$ cat config.mk
export PLATFORM = sky130hd
export DESIGN_NAME = ex_stage
export DESIGN_NICKNAME = d
export VERILOG_FILES = /design/src/rtl/rv32i_pkg.sv /design/src/rtl/alu.sv /design/src/rtl/ex_stage.sv
export SDC_FILE = /design/constraint.sdc
export NUM_CORES = 1
export LEC_CHECK = 0
export BUFFER_PORTS_ARGS = -buffer_cell sky130_fd_sc_hd__buf_4
export CAP_MARGIN = 20
export CORE_MARGIN = 2
export CORE_UTILIZATION = 30
export CTS_CLUSTER_SIZE = 8
export DETAILED_ROUTE_END_ITERATION = 8
export GPL_ROUTABILITY_DRIVEN = 0
export PLACE_DENSITY = 0.52
export SETUP_SLACK_MARGIN = 0.1
export SYNTH_ARGS = -nofsm -noshare
export SYNTH_HDL_FRONTEND = slang
export SYNTH_SLANG_ARGS = --single-unit
$ cat constraint.sdc
create_clock -name clk -period 18.5 [get_ports clk]
set_input_delay 3.7 -clock clk [delete_from_list [all_inputs] [get_ports clk]]
set_output_delay 3.7 -clock clk [all_outputs]
set_load 0.005 [all_outputs]
$ cat src/rtl/rv32i_pkg.sv
// RV32I encodings shared by the decode/execute blocks: ALU ops, branch conditions,
// forwarding selects and base opcodes.
package rv32i_pkg;

    typedef enum logic [3:0] {
        ALU_ADD  = 4'b0000,
        ALU_SLL  = 4'b0001,
        ALU_SLT  = 4'b0010,
        ALU_SLTU = 4'b0011,
        ALU_XOR  = 4'b0100,
        ALU_SRL  = 4'b0101,
        ALU_OR   = 4'b0110,
        ALU_AND  = 4'b0111,
        ALU_SUB  = 4'b1000,
        ALU_PASSB = 4'b1001,
        ALU_JALR = 4'b1010,
        ALU_SRA  = 4'b1101
    } alu_op_e;

    typedef enum logic [2:0] {
        BR_EQ    = 3'b000,
        BR_NE    = 3'b001,
        BR_JUMP  = 3'b010,
        BR_NEVER = 3'b011,
        BR_LT    = 3'b100,
        BR_GE    = 3'b101,
        BR_LTU   = 3'b110,
        BR_GEU   = 3'b111
    } br_op_e;

    typedef enum logic [1:0] {
        FWD_REG = 2'b00,
        FWD_MEM = 2'b01,
        FWD_WB  = 2'b10
    } fwd_sel_e;

    localparam logic [6:0] OPC_LUI    = 7'b0110111;
    localparam logic [6:0] OPC_AUIPC  = 7'b0010111;
    localparam logic [6:0] OPC_JAL    = 7'b1101111;
    localparam logic [6:0] OPC_JALR   = 7'b1100111;
    localparam logic [6:0] OPC_BRANCH = 7'b1100011;
    localparam logic [6:0] OPC_LOAD   = 7'b0000011;
    localparam logic [6:0] OPC_STORE  = 7'b0100011;
    localparam logic [6:0] OPC_OPIMM  = 7'b0010011;
    localparam logic [6:0] OPC_OP     = 7'b0110011;

endpackage

$ cat src/rtl/alu.sv
// Combinational RV32I ALU; unknown op codes yield zero.
import rv32i_pkg::*;

module alu #(
    parameter int XLEN = 32
) (
    input  logic [XLEN-1:0] i_a,
    input  logic [XLEN-1:0] i_b,
    input  logic [3:0]      i_alu_op,
    output logic [XLEN-1:0] o_result
);
    localparam int SHW = $clog2(XLEN);

    logic [SHW-1:0]  w_shamt;
    logic [XLEN-1:0] w_sum;

    assign w_shamt = i_b[SHW-1:0];
    assign w_sum   = i_a + i_b;

    always_comb begin
        o_result = '0;
        case (i_alu_op)
            ALU_ADD:   o_result = w_sum;
            ALU_SUB:   o_result = i_a - i_b;
            ALU_SLL:   o_result = i_a << w_shamt;
            ALU_SLT:   o_result = {{(XLEN-1){1'b0}}, $signed(i_a) < $signed(i_b)};
            ALU_SLTU:  o_result = {{(XLEN-1){1'b0}}, i_a < i_b};
            ALU_XOR:   o_result = i_a ^ i_b;
            ALU_SRL:   o_result = i_a >> w_shamt;
            ALU_SRA:   o_result = $unsigned($signed(i_a) >>> w_shamt);
            ALU_OR:    o_result = i_a | i_b;
            ALU_AND:   o_result = i_a & i_b;
            ALU_PASSB: o_result = i_b;
            ALU_JALR:  o_result = w_sum & ~{{(XLEN-1){1'b0}}, 1'b1};
            default:   o_result = '0;
        endcase
    end
endmodule

$ cat src/rtl/ex_stage.sv
// RV32I execute stage: operand forwarding, ALU, branch resolution with a one-shot
// fetch redirect, and the EX/MEM pipeline register.
import rv32i_pkg::*;

module ex_stage #(
    parameter int              XLEN     = 32,
    parameter logic [XLEN-1:0] RESET_PC = 32'h0000_0000
) (
    input  logic            clk,
    input  logic            rst,
    input  logic            id_valid,
    input  logic [XLEN-1:0] id_pc,
    input  logic [XLEN-1:0] id_rs1_data,
    input  logic [XLEN-1:0] id_rs2_data,
    input  logic [XLEN-1:0] id_imm,
    input  logic [4:0]      id_rd,
    input  logic            id_reg_we,
    input  logic            id_mem_read,
    input  logic            id_mem_write,
    input  logic [2:0]      id_funct3,
    input  logic            a_sel,
    input  logic            b_sel,
    input  logic [3:0]      alu_op,
    input  logic [2:0]      branch_alu_op,
    input  logic [1:0]      fwd_a,
    input  logic [1:0]      fwd_b,
    input  logic [XLEN-1:0] mem_fwd_data,
    input  logic [XLEN-1:0] wb_fwd_data,
    input  logic            stall,
    input  logic            flush,
    output logic            redirect_valid,
    output logic [XLEN-1:0] redirect_pc,
    output logic            ex_valid,
    output logic [XLEN-1:0] ex_result,
    output logic [XLEN-1:0] ex_store_data,
    output logic [4:0]      ex_rd,
    output logic            ex_reg_we,
    output logic            ex_mem_read,
    output logic            ex_mem_write,
    output logic [2:0]      ex_funct3,
    output logic [XLEN-1:0] ex_pc,
    output logic            ex_misaligned
);
    logic [XLEN-1:0] w_rs1, w_rs2, w_op_a, w_op_b, w_alu, w_target, w_link;
    logic            w_cond, w_is_jump, w_taken, w_misaligned;

    logic            r_fired;
    logic            r_valid, r_reg_we, r_mem_read, r_mem_write, r_misaligned;
    logic [XLEN-1:0] r_result, r_store_data, r_pc;
    logic [4:0]      r_rd;
    logic [2:0]      r_funct3;

    // Code 11 is unused and falls back to the register-file value.
    always_comb begin
        case (fwd_a)
            FWD_MEM: w_rs1 = mem_fwd_data;
            FWD_WB:  w_rs1 = wb_fwd_data;
            default: w_rs1 = id_rs1_data;
        endcase
        case (fwd_b)
            FWD_MEM: w_rs2 = mem_fwd_data;
            FWD_WB:  w_rs2 = wb_fwd_data;
            default: w_rs2 = id_rs2_data;
        endcase
    end

    assign w_op_a = a_sel ? id_pc  : w_rs1;
    assign w_op_b = b_sel ? id_imm : w_rs2;

    alu #(.XLEN(XLEN)) u_alu (
        .i_a      (w_op_a),
        .i_b      (w_op_b),
        .i_alu_op (alu_op),
        .o_result (w_alu)
    );

    always_comb begin
        w_cond = 1'b0;
        case (branch_alu_op)
            BR_EQ:    w_cond = (w_rs1 == w_rs2);
            BR_NE:    w_cond = (w_rs1 != w_rs2);
            BR_LT:    w_cond = ($signed(w_rs1) <  $signed(w_rs2));
            BR_GE:    w_cond = ($signed(w_rs1) >= $signed(w_rs2));
            BR_LTU:   w_cond = (w_rs1 <  w_rs2);
            BR_GEU:   w_cond = (w_rs1 >= w_rs2);
            BR_JUMP:  w_cond = 1'b1;
            default:  w_cond = 1'b0;
        endcase
    end

    assign w_is_jump = (branch_alu_op == BR_JUMP);
    assign w_target  = w_is_jump ? w_alu : (id_pc + id_imm);
    assign w_link    = id_pc + XLEN'(4);

    // Bit 0 of every target is already clear, so bit 1 alone flags misalignment.
    assign w_taken      = id_valid & w_cond & ~flush & ~r_fired & ~w_target[1];
    assign w_misaligned = id_valid & w_cond & w_target[1];

    assign redirect_valid = w_taken;
    assign redirect_pc    = w_target;

    // Remembers that a stalled instruction already redirected fetch.
    always_ff @(posedge clk or posedge rst) begin
        if (rst)                  r_fired <= 1'b0;
        else if (flush)           r_fired <= 1'b0;
        else if (w_taken & stall) r_fired <= 1'b1;
        else if (!stall)          r_fired <= 1'b0;
    end

    always_ff @(posedge clk or posedge rst) begin
        if (rst) begin
            r_valid      <= 1'b0;
            r_result     <= '0;
            r_store_data <= '0;
            r_rd         <= '0;
            r_reg_we     <= 1'b0;
            r_mem_read   <= 1'b0;
            r_mem_write  <= 1'b0;
            r_funct3     <= '0;
            r_pc         <= RESET_PC;
            r_misaligned <= 1'b0;
        end else if (flush) begin
            r_valid      <= 1'b0;
            r_reg_we     <= 1'b0;
            r_mem_read   <= 1'b0;
            r_mem_write  <= 1'b0;
            r_misaligned <= 1'b0;
        end else if (!stall) begin
            r_valid      <= id_valid;
            r_result     <= w_is_jump ? w_link : w_alu;
            r_store_data <= w_rs2;
            r_rd         <= id_rd;
            r_reg_we     <= id_valid & id_reg_we & (id_rd != 5'd0);
            r_mem_read   <= id_valid & id_mem_read;
            r_mem_write  <= id_valid & id_mem_write;
            r_funct3     <= id_funct3;
            r_pc         <= id_pc;
            r_misaligned <= w_misaligned;
        end
    end

    assign ex_valid      = r_valid;
    assign ex_result     = r_result;
    assign ex_store_data = r_store_data;
    assign ex_rd         = r_rd;
    assign ex_reg_we     = r_reg_we;
    assign ex_mem_read   = r_mem_read;
    assign ex_mem_write  = r_mem_write;
    assign ex_funct3     = r_funct3;
    assign ex_pc         = r_pc;
    assign ex_misaligned = r_misaligned;
endmodule

* Word-level counts from Yosys, hierarchy flattened
Index checks and enable logic that the tools add are counted.
** Word-level totals
- Bits in registers :: 110
- Input port bits :: 221
- Output and inout port bits :: 142
- Logic and storage cells :: 91
** Cells by class
- $add $sub $neg :: 4
- $lt $le $gt $ge :: 6
- Equal/unequal tests :: 25
- Shifts and indexed selects :: 3
- Multiplexer cells :: 21
- Bitwise operators :: 17
- Reductions and logical operators :: 4
** Operators with widths (count)
- $pmux 32 s12 :: 1
- $lt 32x32->1 :: 4
- $mux 32 :: 4
- $pmux 32 s2 :: 2
- $add 32x32->32 :: 2
- $ge 32x32->1 :: 2
- $add 32x3->32 const B :: 1
- $and 32x32->32 :: 1
- $eq 32x32->1 :: 1
- $ne 32x32->1 :: 1
- $or 32x32->32 :: 1
- $shl 32x5->32 :: 1
- $shr 32x5->32 :: 1
- $sshr 32x5->32 :: 1
- $sub 32x32->32 :: 1
- $xor 32x32->32 :: 1
- $eq 4x3->1 const B :: 4
- $eq 4x4->1 const B :: 4
- $mux 1 :: 13
- $eq 3x3->1 const B :: 4
- $and 1x1->1 :: 10
- $eq 4x2->1 const B :: 2
- $pmux 1 s7 :: 1
- $reduce_bool 5->1 :: 1
- 11 further kinds :: 16

* Logic depth before layout (Yosys ltp)
- Word-level depth :: 11
- Depth in mapped cells :: 23
- Depth with buffers taken out :: 19

* Hierarchy
A second synthesis with hierarchy kept.
** Second synthesis, totals
- Cell total of the unflattened synthesis :: 2550
- Area, all modules :: 18500.2 um^2
** By module, submodules not included
- ex_stage :: instances 1, cells an instance 1179, area each 9439.1 um^2, seq. area each 2752.6 um^2
- alu :: instances 1, cells an instance 1371, area each 9061.2 um^2, seq. area each 0.0 um^2

* Least setup slack after synthesis
No wires, ideal clock.
- Path kind :: input -> output
- Start :: input fwd_b[0]
- End :: output redirect_pc[27]
- Arrival :: 7995 ps
- Data required time :: 14800 ps
- Path slack :: 6805 ps
- Stages :: 22
- Buffers on the path :: 5
- Cells stage by stage :: inv_1 -> ha_1 -> buf_2 -> a221o_1 -> and2_1 -> inv_1 -> o21a_1 -> buf_2 -> clkbuf_1 -> buf_1 -> ha_1 -> clkbuf_1 -> nand2b_1 -> a211oi_1 -> a211oi_1 -> o21ai_0 -> a2111oi_0 -> nor2_1 -> xnor2_1 -> a221o_1 -> nor4_1 -> nor2_1
** On the way
- Cells in the longest elaborated chain, start to end :: 6
- Elaborated cells between the ends (all ways) :: 14
- Classes of those cells :: add/sub: 2; eq/ne: 2; shift: 3; mux: 4; bitwise: 3
** RTL lines
- start, declared :: line ex_stage.sv:26 : input logic [1:0] fwd_b,
- $eq 2x2->1 or $eq 2x1->1 (tied branches) :: line ex_stage.sv:60 : case (fwd_b)
- $pmux 32 s2 * :: line ex_stage.sv:60
- $mux 32 * :: line ex_stage.sv:68 : assign w_op_b = b_sel ? id_imm : w_rs2;
- $add 32x32->32 (tied with other cells) :: line alu.sv:18 : assign w_sum = i_a + i_b;
- $pmux 32 s12 * :: line alu.sv:22 : case (i_alu_op)
- $mux 32 * :: line ex_stage.sv:92 : assign w_target = w_is_jump ? w_alu : (id_pc + id_imm);
- end, declared :: line ex_stage.sv:32 : output logic [XLEN-1:0] redirect_pc,
Every way passes the cells marked *; elsewhere a longest branch is shown, timed or not.

* Worst setup path after layout
- Start :: input fwd_b[0]
- End :: output redirect_pc[11]
The elaborated chain is that of the path after synthesis.

==> flow_metrics.py <==
metrics = {
    "logic_synthesis": {
        "syn_area_per_cell_um2": 7.03,
        "synth_fp_nets": 3025,
        "syn_area_um2": 18500,
        "synth_enable_flop_cells": 0,
        "synth_flop_cell": "dfrtp_1",
        "yosysSeqAreaShare_pct": 14.9,
        "ys_types": 89,
        "synthCells": 2636,
        "async_flop_share_pct": 100,
        "yosys_warnings": 0,
        "ys_ff_latch": 110,
    },
    "clock_tree": {
        "clk_pin_slew_ns": 0.08,
        "cts_resized": 0,
        "clk_path_buf_depth": 2,
        "numCtsBuffers": 9,
        "clk_latency_ns": 0.39,
        "cts_setup_buffers": 0,
        "cts_hold_buf": 0,
        "cts.sinks": 110,
        "cts_root_buf": "clkbuf_16",
        "cts_tree": "yes",
        "htreeDepth": 3,
    },
    "worst_setup_path": {
        "crit_family": "compound AO/OA/AOI/OAI gates",
        "cp_max_fo": 39,
        "path_class": "in -> out",
        "crit_slowest_cell": "a2111oi_1",
        "crit_path_start": "fwd_b[0]",
        "rr_startpoint": "ex_result[18]",
        "max_stage_delay_ns": 1.00,
        "crit_buf_inv": 6,
        "critPathLaunchType": "primary input",
        "worst-path-stages": 21,
        "endpoint_kind": "output pin",
        "reg2reg_depth": 2,
        "crit_chain": "buf_4, inv_1, ha_1, buf_4, inv_1, o21ai_0, o21ai_0, inv_1, ha_1, nor2_1, a211oi_1, a21oi_1, and2_1, a311oi_1, nor2_1, nor2_1, o22a_1, a21oi_1, a2111oi_1, o21ai_0, buf_4",
        "cp.required_ns": 14.80,
        "critPathArrivalTime_ns": 10.13,
    },
    "flow_run": {
        "max-cap-violations": 0,
    },
    "detailed_routing": {
        "finalWirelength_mm": 103,
        "drt_pre_antenna_iters": 9,
        "drtAntennaViolNets": 0,
        "vias": 22900,
        "drtIter0Drc": 3206,
        "wire_per_inst_um": 28.0,
        "route.detailed.drc": 14,
        "post_drt_via_cell_ratio": 6.21,
    },
    "layout": {
        "multi_input_area_um2": 14600,
        "final_cells": 3681,
        "area_delta_synth_final_pct": 20.2,
        "num-nets-final": 3269,
        "drive_gt1_share_pct": 19.1,
        "n_fill_cell": 6528,
        "final_util_pct": 36.3,
        "seq_area_um2": 2750,
    },
    "pwr": {
        "p_per_area_nw_per_um2": 73.1,
        "vdd_ir_drop_max_mv": 0.0597,
        "power_leakage_nw": 10.0,
        "p_total_mw": 1.63,
    },
    "grt": {
        "grt_first_pass_wirelength_mm": 150,
        "gr-total-overflow": 0,
        "antenna_found_initial": 13,
        "grt_start_max_net_pins": 86,
        "grt_pass1_vias": 22400,
        "grt_usage_pct": 31.5,
    },
    "floorplan": {
        "dieWidth_um": 252,
        "io_pins": 363,
        "core_um2": 61400,
        "core.rowCount": 91,
        "fp.dieArea_um2": 63700,
        "die_h_um": 252,
        "start_util_pct": 30.2,
    },
    "hold_path": {
        "min_path_type": "reg -> reg",
        "min_from": "ex_pc[18]",
        "whs_path_depth": 2,
    },
    "placement": {
        "port_buffers": 362,
        "dp_hpwl_mm": 81.5,
        "dpl.cell_count": 3652,
    },
    "timing": {
        "fin_crit_sh_pct": 74.7,
        "tightest_slew_ns": 1.25,
        "rsz0062_at_grt": "no",
        "relSlewSlack_pct": 14.2,
        "maxSlewViolCount": 0,
        "finalHoldViolCount": 0,
        "layout_min_cycle_time_ns": 13.83,
        "fin_skew_ns": 0,
        "tns_ns": 0,
        "fmaxAchievable_mhz": 72.3,
        "setup_violations": 0,
        "whs_ns": 0.482,
    },
    "run_status": {
        "violations": "DRC",
        "status": "finished with violations",
    },
}
==> worst min-delay path: stages, from the launching register on <==
cell     delay (ns)
dfrtp_1        0.34
nand2_1        0.05
nand2_1        0.06
==> state kept, by name, summed over array words and instances, names as in the netlist, 3 cells and up <==
name,flops
ex_result,32
ex_store_data,32
ex_pc,32
ex_funct3,3
ex_rd,5
==> cell type report <==
class | count | area share [%]
diodes | 6 | 0.0674
clock buffers | 10 | 1.07
clock inverters | 6 | 0.506
inverters | 121 | 2.07
multi-input cells | 2224 | 65.5
flip-flops and latches | 110 | 12.4
well taps | 790 | 4.44
repair buffers | 414 | 14.0
==> metal layers <==
layer | wire, µm | vias to the layer above | GRT usage, % | share of wire, %
met1 | 40000 | 10900 | 38.3 | 39
li1 | - | 10200 | - | -
met2 | 44800 | 1460 | 48.4 | 43
met3 | 11000 | 370 | 9.59 | 11
met4 | 7450 | 8 | 20.1 | 7.2
met5 | 46 | - | 0.0772 | 0.045
==> synthesized netlist by cell type (9+ instances only) <==
cell       count  share of area (%)
a31oi_1       23               0.78
a211oi_1      39                1.6
o211ai_1      43                1.7
o21bai_1      16               0.65
and3_1        10               0.34
o22ai_1       31                1.0
nor2b_1       22               0.74
nand2b_1      60                2.0
nor3_1        44                1.2
a22o_1        36                1.7
a221oi_1      15               0.71
or3_1         11               0.37
o21ai_0      234                6.3
buf_2         45                1.2
a2111oi_0     11               0.52
buf_1         28               0.57
nand4_1       20               0.68
a21o_1        28                1.1
nor2_1       237                4.8
or2_2         13               0.44
o221a_2       21                1.3
o221ai_1      34                1.6
a221o_1       34                1.8
inv_1        107                2.2
xnor2_1       34                1.6
a21oi_1      235                6.4
mux2i_1       85                4.6
o31ai_1       12               0.49
clkbuf_1     100                2.0
a222oi_1       9               0.49
dfrtp_1      110                 15
inv_2         11               0.22
mux2_2        45                2.7
nand3_1       36               0.97
o21a_1        29                1.2
xor2_1        37                1.7
nor4_1        18               0.61
ha_1         165                 11
nand2_1      406                8.2
==> report_power, final <==
| part | switching, mW | internal, mW | total [mW] |
|---|---|---|---|
| combinational | 0.688 | 0.390 | 1.08 |
| sequential | 0.0281 | 0.280 | 0.308 |
| clock | 0.113 | 0.126 | 0.240 |
==> through the flow <==
| stage | setup WS, ns | cell area [µm²] |
|---|---|---|
| floorplan | 6.80 | 18500 |
| global placement | 5.06 | 21800 |
| detailed placement | 4.81 | 21800 |
| CTS | 4.78 | 22200 |
| global route | 4.31 | 22200 |
| finish | 4.67 | 22300 |
==> path summary, 6_finish.rpt <==
| path | slack (ns) | end |
|---|---|---|
| min in group asynchronous | 3.42 | ex_reg_we |
| worst min-delay path | 0.48 | ex_pc[18] |
| worst max-delay path | 4.67 | redirect_pc[11] |
| worst max register to register | 17.55 | ex_result[18] |
| worst min register to register | 0.48 | ex_pc[18] |
| max in group asynchronous | 13.76 | ex_result[13] |
==> cells in the final DEF, fill, tap and decap left out, types with 15 or more instances in the layout <==
cell type,n
nor4_1,18
a22o_1,36
o21ai_0,232
a31oi_1,23
xnor2_1,34
inv_1,106
a221oi_1,15
o221a_2,21
o22ai_1,31
o21bai_1,16
nor2b_1,22
dfrtp_1,110
mux2_2,45
xor2_1,37
mux2i_1,85
nand2b_1,60
nor2_1,234
a211oi_1,39
ha_1,165
a221o_1,34
o21a_1,28
nand4_1,20
nand3_1,36
nor3_1,44
buf_4,408
nand2_1,406
o211ai_1,43
a21o_1,28
o221ai_1,33
a21oi_1,235
==> kinds of logic (layout without fill, tap and decap cells) <==
kind of cell	count (synthesis)	after routing	synth area share, %
other cells	0	6	0
buf+inv	302	551	6.69
xor+xnor	71	71	3.36
compound gates	948	948	34.5
simple gates	905	905	21.6
mux	132	132	7.48
fa+ha+maj	168	168	11.5
flops	110	110	14.9
Note: power is estimated with default switching activity, not from simulation.
